[src/rtl/spe_packet_sequencer.sv]
// spe_packet_sequencer: buffers partial sums and emits psum, previous-potential and
// timestep-done packets toward the spe for each timestep.
module spe_packet_sequencer #(
    parameter int ADDR_WIDTH   = 4,
    parameter int OPCODE_WIDTH = 4,
    parameter int DATA_WIDTH   = 25,
    parameter int PKT_WIDTH    = 33,
    parameter int NUM_PSUMS    = 5,
    parameter int FIFO_DEPTH   = 4,
    parameter int NUM_NEURONS  = 16
) (
    input  logic                  clk,
    input  logic                  rst_n,
    input  logic                  ts_start,
    input  logic [ADDR_WIDTH-1:0] ts_addr,
    output logic                  busy,
    input  logic                  psum_valid,
    output logic                  psum_ready,
    input  logic [DATA_WIDTH-1:0] psum_data,
    input  logic                  pot_wr_en,
    input  logic [ADDR_WIDTH-1:0] pot_wr_addr,
    input  logic [DATA_WIDTH-1:0] pot_wr_data,
    output logic                  pkt_valid,
    input  logic                  pkt_ready,
    output logic [PKT_WIDTH-1:0]  pkt_data,
    output logic                  ts_done
);
    localparam int PW = $clog2(FIFO_DEPTH);
    localparam logic [PW:0] FULL = (PW+1)'(FIFO_DEPTH);
    localparam logic [OPCODE_WIDTH-1:0] OP_PSUM = OPCODE_WIDTH'(0);
    localparam logic [OPCODE_WIDTH-1:0] OP_DONE = OPCODE_WIDTH'(1);
    localparam logic [OPCODE_WIDTH-1:0] OP_POT  = OPCODE_WIDTH'(2);

    typedef enum logic [2:0] {IDLE, PSUM, POT, FLAG, DRAIN} state_t;

    state_t                state, state_nx;
    logic [DATA_WIDTH-1:0] fifo [FIFO_DEPTH];
    logic [DATA_WIDTH-1:0] pot_table [NUM_NEURONS];
    logic [PW-1:0]         wr_ptr, rd_ptr;
    logic [PW:0]           count;
    logic [7:0]            cnt;
    logic [ADDR_WIDTH-1:0] addr;
    logic                  loadable, load, fifo_rd, fifo_wr, pot_wr_ok, pot_hit;
    logic [PKT_WIDTH-1:0]  load_data;
    logic [DATA_WIDTH-1:0] pot_rd;

    assign psum_ready = count != FULL;
    assign fifo_wr    = psum_valid && psum_ready;
    assign loadable   = !pkt_valid || pkt_ready;
    assign busy       = state != IDLE;
    assign ts_done    = state == DRAIN && pkt_valid && pkt_ready;
    assign pot_wr_ok  = pot_wr_en && int'(pot_wr_addr) < NUM_NEURONS;
    // a write landing in the same cycle as the potential load wins over the stale entry
    assign pot_hit    = pot_wr_ok && pot_wr_addr == addr;
    assign pot_rd     = pot_hit ? pot_wr_data : (int'(addr) < NUM_NEURONS ? pot_table[addr] : '0);

    always_ff @(posedge clk or negedge rst_n)
        if (!rst_n) state <= IDLE;
        else state <= state_nx;

    always_comb begin
        state_nx  = state;
        load      = 1'b0;
        fifo_rd   = 1'b0;
        load_data = '0;
        case (state)
            IDLE: if (ts_start) state_nx = PSUM;
            PSUM: if (loadable && count != '0) begin
                load      = 1'b1;
                fifo_rd   = 1'b1;
                load_data = {addr, OP_PSUM, fifo[rd_ptr]};
                state_nx  = cnt == 8'(NUM_PSUMS - 1) ? POT : PSUM;
            end
            POT: if (loadable) begin
                load      = 1'b1;
                load_data = {addr, OP_POT, pot_rd};
                state_nx  = FLAG;
            end
            FLAG: if (loadable) begin
                load      = 1'b1;
                load_data = {addr, OP_DONE, DATA_WIDTH'(0)};
                state_nx  = DRAIN;
            end
            DRAIN: if (ts_done) state_nx = IDLE;
            default: state_nx = IDLE;
        endcase
    end

    always_ff @(posedge clk or negedge rst_n)
        if (!rst_n) begin
            cnt  <= '0;
            addr <= '0;
        end else if (state == IDLE && ts_start) begin
            cnt  <= '0;
            addr <= ts_addr;
        end else if (fifo_rd) begin
            cnt  <= cnt + 8'd1;
        end

    always_ff @(posedge clk or negedge rst_n)
        if (!rst_n) begin
            wr_ptr <= '0;
            rd_ptr <= '0;
            count  <= '0;
        end else begin
            wr_ptr <= fifo_wr ? wr_ptr + PW'(1) : wr_ptr;
            rd_ptr <= fifo_rd ? rd_ptr + PW'(1) : rd_ptr;
            count  <= count + (PW+1)'(fifo_wr) - (PW+1)'(fifo_rd);
        end

    always_ff @(posedge clk)
        if (fifo_wr) fifo[wr_ptr] <= psum_data;

    always_ff @(posedge clk or negedge rst_n)
        if (!rst_n) begin
            for (int i = 0; i < NUM_NEURONS; i++) pot_table[i] <= '0;
        end else if (pot_wr_ok) begin
            pot_table[pot_wr_addr] <= pot_wr_data;
        end

    always_ff @(posedge clk or negedge rst_n)
        if (!rst_n) begin
            pkt_valid <= 1'b0;
            pkt_data  <= '0;
        end else if (load) begin
            pkt_valid <= 1'b1;
            pkt_data  <= load_data;
        end else if (pkt_ready) begin
            pkt_valid <= 1'b0;
        end
endmodule

[config.mk]
export PLATFORM = sky130hd
export DESIGN_NAME = spe_packet_sequencer
export DESIGN_NICKNAME = d
export VERILOG_FILES = /design/src/rtl/spe_packet_sequencer.sv
export SDC_FILE = /design/constraint.sdc
export NUM_CORES = 1
export LEC_CHECK = 0
export ABC_AREA = 1
export BUFFER_PORTS_ARGS = -buffer_cell sky130_fd_sc_hd__buf_2
export CAP_MARGIN = 20
export CORE_UTILIZATION = 45
export DETAILED_ROUTE_END_ITERATION = 6
export HOLD_SLACK_MARGIN = 0.03
export PLACE_DENSITY_LB_ADDON = 0.3
export SETUP_SLACK_MARGIN = 0.15
export SLEW_MARGIN = 10
export SYNTH_ARGS = -nofsm -noshare
export SYNTH_HDL_FRONTEND = slang
export SYNTH_SLANG_ARGS = --single-unit
[constraint.sdc]
create_clock -name clk -period 2.6 [get_ports clk]
set_input_delay 0.65 -clock clk [delete_from_list [all_inputs] [get_ports clk]]
set_output_delay 0.65 -clock clk [all_outputs]
set_load 0.02 [all_outputs]
# Word level (Yosys, flattened, before mapping)
# Memory sizes are Yosys's and may differ from the RTL's.
# Index checks and enable logic that the tools add are counted.
# classes
n_mux	28
n_addsub	5
shifts	0
n_mul	0
bitwise	2
n_reduce_logical	16
div_mod_pow	0
magnitude_cmp	3
eq_ne	12
# op_table
operator	n
$bwmux 400	1
$bmux 25 s4	1
$demux 25 s4	1
$mux 25	4
$mux 33	3
$pmux 33 s3	1
$mux 8	2
$mux 3	5
$pmux 3 s5	1
$ge 5x5->1 const B	2
$ne 2x2->1 const B	5
$not 4->5	2
$add 8x1->8 const B	1
$eq 8x3->1 const B	1
$logic_and 1x1->1	7
$mux 1	7
$eq 3x2->1 const B	2
$reduce_bool 3->1	2
$lt 5x1->1 const B	1
$reduce_and 5->1	1
$add 2x1->2 const B	2
$eq 4x4->1	1
$reduce_bool 2->1	2
$add 3x1->3	1
10 further kinds	10
# totals
memories	1
ramBits	100
inputBits	64
output_inout_bits	37
ff_bits	456
word_cells	91
latch_bits	0
mem_bits_ro	0
# memory_table
memory	words	word_bits	rd	rd_clocked_by_memory_dff	wr	line	source
fifo	4	25	1	0	1	37	logic [DATA_WIDTH-1:0] fifo [FIFO_DEPTH];

# Depth between registers and ports, before layout
# Gate-level depths: netlist of run 1.
# depth
word_depth	7
ltp_mapped	13
ltp_nobuf	12

# Least setup slack after synthesis of run 1
# OpenSTA, ideal clock, no wires.
# synth_path
path_type	reg-to-reg
start	register count[1]
end	memory fifo[0][0] (enable)
path_buffers	0
period_less_slack_ns	2.371
path_stages_with_launch	5
slack_ns	0.229
setup_ns	0.407
required_time_ns	2.193
t_arrival_ns	1.964
cell_sequence	dfrtp_1 > inv_1 > nand3_1 > nand2_1 > nor2_1
# synth_between
elab_chain_cells	4
# synth_rtl
element	line	source
start, declared	40	logic [PW:0] count;
start signal, assigned	108	count <= count + (PW+1)'(fifo_wr) - (PW+1)'(fifo_rd);
$ne 3x3->1	47	assign psum_ready = count != FULL;
via psum_ready	18	output logic psum_ready,
$logic_and 1x1->1	48	assign fifo_wr = psum_valid && psum_ready;
$mux 1	112	if (fifo_wr) fifo[wr_ptr] <= psum_data;
$mux 1 (implied by the code)	112	
end, declared	37	
# The timed path passes the listed nets, and every way through them passes these cells.

# Worst setup path in the final report of run 1
# layout_path
start	register state[0]
end	output port ts_done
# layout_between
elab_chain_cells	3
# layout_rtl
element	line	source
start, declared	36	state_t state, state_nx;
start signal, assigned	59	else state <= state_nx;
$eq 3x3->1	51	assign ts_done = state == DRAIN && pkt_valid && pkt_ready;
$logic_and 1x1->1 (2 in a row)	51	
end, declared	26	output logic ts_done
# Every way passes these cells.

==> insert_results.sql, run 1 <==
INSERT INTO impl_metrics (metric_group, metric, value, unit) VALUES
('global_routing', 'initial_antenna_violation_count', '1', ''),
('final_layout', 'top_library_cells_by_usage_in_the_layout_fill_and_taps_aside', 'sky130_fd_sc_hd__nand2_1, sky130_fd_sc_hd__dfrtp_1, sky130_fd_sc_hd__o21ai_0', ''),
('setup_path', 'cp_delay_by_family_top', 'simple AND/OR/NAND/NOR gates', ''),
('yosys', 'synth_seq_cells', '554', ''),
('sta', 'skew', '15.0', 'ps'),
('setup_path', 'required', '1950', 'ps'),
('power', 'power_report.internal_total', '0.0197', 'W'),
('setup_path', 'critPathKind', 'flop to primary output', ''),
('yosys', 'average_footprint_of_a_synthesized_cell', '8.07', 'sq um'),
('global_routing', 'vias_in_the_first_global_route', '19800', ''),
('global_routing', 'grt_util_all_layers', '24.9', '%'),
('final_layout', 'flow.area_growth_from_synthesis', '13.3', '%'),
('routing', 'routed_wirelength', '70400', 'um'),
('placement', 'dpl.hpwl', '40800', 'um'),
('setup_path', 'worstPathBufferInverterCount', '1', ''),
('clock_tree', 'cts_inserted_buffers', '55', ''),
('final_layout', 'n_fill_cell', '5419', ''),
('routing', 'wire_per_inst', '17.6', 'um'),
('yosys', 'synth-edff-count', '100', ''),
('setup_path', 'timing.critical_path.slowest_stage_cell', 'sky130_fd_sc_hd__dfrtp_1', ''),
('yosys', 'synth_ff_type', 'sky130_fd_sc_hd__dfrtp_1', ''),
('routing', 'detailedRoute.firstPassIterationCount', '7', ''),
('sta', 'period_needed', '2260', 'ps'),
('routing', 'detail_route.iter0.violations', '1789', ''),
('sta', 'clock.fmax', '442', 'MHz'),
('clock_tree', 'clock_latency', '620', 'ps'),
('yosys', 'netlist_top_cells_area', 'sky130_fd_sc_hd__dfrtp_1, sky130_fd_sc_hd__nand2_1, sky130_fd_sc_hd__edfxtp_1', ''),
('power', 'clock_power_share', '27.0', '%'),
('final_layout', 'drive_above_1_share', '9.08', '%'),
('setup_path', 'crit_path_end_kind', 'primary output', ''),
('run_status', 'status', 'completed', ''),
('clock_tree', 'path_clk_slew', '60', 'ps'),
('yosys', 'sequential_cell_area_fraction_in_the_yosys_report', '55.9', '%'),
('yosys', 'post_synth_inst_count', '3186', ''),
('placement', 'place.port_buffers', '98', ''),
('final_layout', 'finalNetCount', '3266', ''),
('power', 'combPwrFrac', '35.0', '%'),
('global_routing', 'globalRoute.totalOverflow', '0', ''),
('routing', 'detailroute.via_count', '20600', ''),
('power', 'ir_worst_vdd', '0.000652', 'V'),
('run', 'drv_cap', '0', ''),
('power', 'overall_power_after_layout', '0.0314', 'W'),
('setup_path', 'crit_chain', 'nor2_2 > nand2_1 > nor2_2 > buf_2', ''),
('routing', 'vias_per_cell', '5.16', ''),
('global_routing', 'global_route_wire_length_before_repair', '112000', 'um'),
('setup_path', 'critical_path.max_fanout', '3', ''),
('floorplanning', 'die-area', '0.0581', 'sq mm'),
('final_layout', 'final_common_cell', 'sky130_fd_sc_hd__nand2_1', ''),
('routing', 'antenna_left', '0', ''),
('yosys', 'synth_async_sr_flop_share', '81.9', '%'),
('clock_tree', 'clock_tree.buffer_depth', '3', ''),
('final_layout', 'final-instance-count-excl-fill', '3996', ''),
('setup_path', 'cpMostUsedCell', 'sky130_fd_sc_hd__nor2_2', ''),
('sta', 'final.setup.tns', '0', 'ps'),
('clock_tree', 'htree_num_levels', '2', ''),
('floorplanning', 'floorplan.initialDensity', '45.6', '%'),
('sta', 'worst_setup_slack_final', '336', 'ps'),
('sta', 'unrepaired_setup_endpoints_after_global_routing', 'no', ''),
('floorplanning', 'die_width', '241', 'um'),
('placement', 'post-place-cells', '3891', ''),
('yosys', 'yosys_warnings', '0', ''),
('yosys', 'synthDistinctLibCells', '33', ''),
('floorplanning', 'core_area', '0.0564', 'sq mm'),
('placement', 'placement.setup.worst_slack', '332', 'ps'),
('routing', 'route.detailed.drc', '0', ''),
('min_path', 'min-delay-path-class', 'input pin to flop', ''),
('setup_path', 'timing.critical_path.from_type', 'flop', ''),
('sta', 'hold_viol', '0', ''),
('power', 'netSwitchingPower', '0.0117', 'W'),
('setup_path', 'arrival', '1610', 'ps'),
('yosys', 'synth_top_area_share', '44.2', '%');
[per-layer routing]
layer	part of all wire [%]	vias to the layer above	wire length (um)	GRT usage [%]
li1	-	10100	-	-
met1	44	9832	30800	33.8
met2	47	555	33300	40.7
met3	5.5	140	3860	3.31
met4	3.4	0	2380	9.49
met5	0	-	0	0.253
[metrics by stage]
stage | util (%) | hold WS [ps] | cell area (sq um)
after floorplan | - | 354 | 25700
after global placement | 48.2 | 465 | 27200
after detailed placement | 48.2 | 469 | 27200
after CTS | 51.7 | 223 | 29100
after global routing | 51.7 | 239 | 29100
final | 51.7 | 251 | 29100
[what timing repair did]
item,in CTS,in global routing
gates resized for setup,0,2
hold buffers,1,0
setup buffers,0,0
endpoints found under the setup margin,0,1
endpoints found under the hold margin,23,0
[path summary, 6_finish.rpt]
| check | start | end | slack, ps | cells past startpoint |
|---|---|---|---|---|
| worst min register to register | pkt_data[26] | pkt_data[26] | 480 | 2 |
| worst max-delay path | state[0] | ts_done | 340 | 4 |
| max in group asynchronous | rst_n | pot_table[380] | 1360 | 3 |
| min in group asynchronous | rst_n | pkt_data[9] | 510 | 2 |
| worst min-delay path | psum_data[8] | fifo[0][8] | 250 | 1 |
| worst max register to register | addr[0] | pkt_data[24] | 520 | 9 |
[power groups by stage]
stage / clock, W / combinational, W / sequential, W
floorplan: 0 / 0.00741 / 0.0120
global placement: 0 / 0.0108 / 0.0120
detailed placement: 0 / 0.0109 / 0.0121
CTS: 0.00861 / 0.0110 / 0.0119
global route: 0.00894 / 0.0124 / 0.0122
finish: 0.00847 / 0.0110 / 0.0120
[cell usage after synthesis (2+ instances only)]
library cell               number
sky130_fd_sc_hd__o21ai_0      438
sky130_fd_sc_hd__ha_1           8
sky130_fd_sc_hd__edfxtp_1     100
sky130_fd_sc_hd__xnor2_1        3
sky130_fd_sc_hd__inv_1        348
sky130_fd_sc_hd__nand2_1      974
sky130_fd_sc_hd__o32ai_1       25
sky130_fd_sc_hd__nand3_2        2
sky130_fd_sc_hd__dfrtp_1      454
sky130_fd_sc_hd__nand4_1        4
sky130_fd_sc_hd__nor2_2         3
sky130_fd_sc_hd__inv_2          7
sky130_fd_sc_hd__buf_6          2
sky130_fd_sc_hd__o21ai_1       31
sky130_fd_sc_hd__xor2_1         2
sky130_fd_sc_hd__a21oi_1       10
sky130_fd_sc_hd__nor3_1         2
sky130_fd_sc_hd__buf_2         77
sky130_fd_sc_hd__nor2_1       206
sky130_fd_sc_hd__buf_1         12
sky130_fd_sc_hd__nand3_1      336
sky130_fd_sc_hd__clkbuf_1     117
sky130_fd_sc_hd__buf_4         13
sky130_fd_sc_hd__clkinv_1       3
[flip-flops by register name, summed over array words and instances, names as in the netlist]
register,count
state,3
wr_ptr,2
fifo,100
pot_table,400
pkt_valid,1
pkt_data,31
cnt,8
rd_ptr,2
addr,4
count,3
[cells by family (layout without fill, tap and decap cells)]
group,count (synthesis),count (layout),synth area share (%)
simple gates,1531,1531,24.2
buf+inv,580,632,9.10
flops,554,554,55.9
compound gates,506,506,10.2
fa+ha+maj,9,9,0.467
xor+xnor,5,5,0.170
other cells,1,3,0.0146
[worst reg2reg max path, cell delays in order (launching register included)]
cell	delay, ps
sky130_fd_sc_hd__dfrtp_4	530
sky130_fd_sc_hd__inv_4	290
sky130_fd_sc_hd__buf_12	290
sky130_fd_sc_hd__nand2_1	120
sky130_fd_sc_hd__nand3_1	70
sky130_fd_sc_hd__nand3_1	120
sky130_fd_sc_hd__nand3_1	120
sky130_fd_sc_hd__nand3_1	130
sky130_fd_sc_hd__nand2_1	180
sky130_fd_sc_hd__nand3_1	90
[area by class of cell]
class / instances / area (sq um) / area share, %
Inverter: 359 / 1350 / 4.64
Sequential cell: 554 / 14400 / 49.3
Antenna cell: 1 / 2.50 / 0.00859
Tap cell: 756 / 946 / 3.25
Clock inverter: 25 / 343 / 1.18
Multi-Input combinational cell: 2053 / 9100 / 31.3
Timing Repair Buffer: 170 / 1420 / 4.87
Clock buffer: 78 / 1590 / 5.47
Power figures use the tool's default switching activity.
==> inputs of run 2 (changes only) <==
Clock period 2.6 ns to 2.5 ns, I/O delays scaled along.
==> run 2 against run 1 <==
  * Sequential cell count did not move
  * Critical path depth did not move
  * Core utilization rose by 0.23 points
  * Non-clock buffer count rose by 9
  * Combinational power rose by 4%
  * Clock skew rose by 9.6 ps
  * Cell area rose by 0.44%
  * Hold slack got worse by 43 ps
  * Via count rose by 1.2%
  * Die area did not move
  * Count of clock-buffer cells in the layout fell by 11
  * First-iteration DRC count fell by 0.22%
  * Critical path type unchanged
  * Largest power group unchanged
  * Highest routed layer unchanged
==> insert_results.sql, run 2 (synthesis results as in run 1) <==
INSERT INTO impl_metrics (metric_group, metric, value, unit) VALUES
('clock_tree', 'cts_sinks', '554', ''),
('routing', 'detailroute.via_count', '20900', ''),
('power', 'power_per_cell_area', '1120', 'mW/mm^2'),
('routing', 'antenna_left', '0', ''),
('final_layout', 'regMostFlops', 'pot_table', ''),
('setup_path', 'crit_path_end', 'ts_done', ''),
('routing', 'route.detailed.drc', '0', ''),
('routing', 'routed_wirelength', '70700', 'um'),
('sta', 'clock.fmax', '443', 'MHz'),
('setup_path', 'timing.critical_path.slowest_stage_cell', 'sky130_fd_sc_hd__dfrtp_1', ''),
('min_path', 'min-delay-path-class', 'input pin to flop', ''),
('setup_path', 'worstSetupStartpoint', 'state[0]', ''),
('final_layout', 'final_common_cell', 'sky130_fd_sc_hd__nand2_1', ''),
('final_layout', 'flow.area_growth_from_synthesis', '13.8', '%'),
('final_layout', 'finalNetCount', '3275', ''),
('placement', 'place.port_buffers', '98', ''),
('setup_path', 'required', '1880', 'ps'),
('global_routing', 'globalRoute.totalOverflow', '0', ''),
('power', 'ir_worst_vdd', '0.000687', 'V'),
('routing', 'm1WireLength', '30700', 'um'),
('clock_tree', 'cts_tree', 'built', ''),
('final_layout', 'top_regs', 'pot_table (400), fifo (100), pkt_data (31)', ''),
('setup_path', 'timing.critical_path.from_type', 'flop', ''),
('setup_path', 'r2r.worst_path.cells', '10', ''),
('clock_tree', 'clockRootBuffer', 'sky130_fd_sc_hd__clkbuf_16', ''),
('floorplanning', 'core_area', '0.0564', 'sq mm'),
('floorplanning', 'num_io_pins', '101', ''),
('final_layout', 'n_fill_cell', '5377', ''),
('clock_tree', 'cts_inserted_buffers', '55', ''),
('clock_tree', 'clock_latency', '630', 'ps'),
('run', 'drv_cap', '0', ''),
('placement', 'postPlaceCellArea', '0.0273', 'sq mm'),
('floorplanning', 'chipHeight', '241', 'um'),
('routing', 'wire_per_inst', '17.7', 'um'),
('final_layout', 'sequential_cell_area', '0.0144', 'sq mm'),
('routing', 'vias_per_cell', '5.21', ''),
('clock_tree', 'clock_tree.buffer_depth', '3', ''),
('run_status', 'status', 'completed', ''),
('clock_tree', 'postCtsSetupBuffers', '0', ''),
('setup_path', 'crit_chain', 'nor2_2 > nand2_1 > nor2_2 > buf_2', ''),
('clock_tree', 'htree_num_levels', '2', ''),
('sta', 'hold_viol', '0', ''),
('routing', 'dr.max_layer_used', 'met4', ''),
('routing', 'met2WireLength', '33500', 'um'),
('sta', 'unrepaired_setup_endpoints_after_global_routing', 'no', ''),
('global_routing', 'vias_in_the_first_global_route', '19400', ''),
('final_layout', 'top_library_cells_by_usage_in_the_layout_fill_and_taps_aside', 'sky130_fd_sc_hd__nand2_1, sky130_fd_sc_hd__dfrtp_1, sky130_fd_sc_hd__o21ai_0', ''),
('sta', 'final.period_utilization', '90.3', '%'),
('global_routing', 'global_route_wire_length_before_repair', '111000', 'um'),
('setup_path', 'crit_path_end_kind', 'primary output', ''),
('sta', 'worst_pin_slew', '691', 'ps'),
('final_layout', 'final_design_area_no_fill', '0.0293', 'sq mm'),
('sta', 'finalSetupViolations', '0', ''),
('floorplanning', 'floorplan.initialDensity', '45.6', '%'),
('setup_path', 'arrival', '1630', 'ps'),
('placement', 'dpl.hpwl', '41000', 'um'),
('setup_path', 'critical_path.max_fanout', '3', ''),
('placement', 'gp_congestion', '0.812', ''),
('final_layout', 'drive_above_1_share', '9.61', '%'),
('setup_path', 'worstPathBufferInverterCount', '1', ''),
('floorplanning', 'cell_rows', '87', ''),
('setup_path', 'slowest_delay', '410', 'ps'),
('sta', 'period_needed', '2260', 'ps'),
('sta', 'drv_slew', '0', ''),
('setup_path', 'critPathKind', 'flop to primary output', ''),
('power', 'power.static_leakage', '14.0', 'nW'),
('setup_path', 'rr_startpoint', 'addr[0]', ''),
('sta', 'max_slew_margin', '53.9', '%'),
('final_layout', 'fin_util', '51.9', '%'),
('final_layout', 'area_used_by_multi_input_combinational_logic', '0.00910', 'sq mm'),
('floorplanning', 'die_width', '241', 'um'),
('sta', 'skew', '24.6', 'ps'),
('routing', 'detail_route.iter0.violations', '1785', ''),
('setup_path', 'worst_r2r_endpoint', 'pkt_data[17]', ''),
('global_routing', 'initial_antenna_violation_count', '1', ''),
('clock_tree', 'path_clk_slew', '70', 'ps'),
('final_layout', 'largest_register_ffs', '400', ''),
('floorplanning', 'die-area', '0.0581', 'sq mm'),
('sta', 'final.setup.tns', '0', 'ps'),
('setup_path', 'cpMostUsedCell', 'sky130_fd_sc_hd__nor2_2', ''),
('global_routing', 'grt_util_all_layers', '24.9', '%'),
('setup_path', 'worst-r2r-setup-slack', '450', 'ps'),
('global_routing', 'grt_start_max_net_pins', '89', ''),
('routing', 'detailedRoute.firstPassIterationCount', '5', ''),
('routing', 'wl_met3', '4160', 'um'),
('min_path', 'worstHoldStart', 'psum_data[13]', ''),
('setup_path', 'cp_num_cells', '4', ''),
('setup_path', 'cp_delay_by_family_top', 'simple AND/OR/NAND/NOR gates', '');
[run 2: power breakdown]
group	internal, W	leakage, nW	switching, W
combinational	0.00383	6.45	0.00756
sequential	0.0113	6.57	0.00104
clock	0.00528	0.957	0.00368
total	0.0205	14.0	0.0123
[run 2: final cells by class]
class | instances | area share, %
diodes | 1 | 0.00855
clock buffers | 67 | 5.06
clock inverters | 34 | 1.64
inverters | 359 | 4.62
multi-input cells | 2053 | 31.1
flip-flops and latches | 554 | 49.1
well taps | 756 | 3.23
repair buffers | 179 | 5.21
[run 2: timing repair]
item / CTS / global route
endpoints found under the hold margin: 49 / 0
endpoints found under the setup margin: 1 / 1
hold buffers: 1 / 0
resized for setup: 1 / 1
[run 2: how the worst min path moves through the flow]
stage                     depth (start not counted)      endpoint  slack [ps]
final                                             1   fifo[1][13]         210
after global routing                              1   fifo[2][22]         190
after CTS                                         1   fifo[2][13]         180
after detailed placement                          2  pkt_data[26]         460
after global placement                            2  pkt_data[26]         450
after floorplan                                   0       addr[0]         330
[run 2: metrics by stage]
step           hold WS (ps)  std cells  worst slack, ps  power (W)
2_1_floorplan           329       3187              129     0.0202
3_3_place_gp            452       3900              281     0.0237
3_5_place_dp            461       3900              267     0.0239
4_1_cts                 177       4002              195     0.0328
5_1_grt                 190       4002              155     0.0349
6_report                209       4003              242     0.0327
[run 2: layer usage]
metal,track usage (%),up-vias
li1,-,10100
met1,33.9,9970
met2,41.1,637
met3,2.93,131
met4,8.53,0
met5,0,-
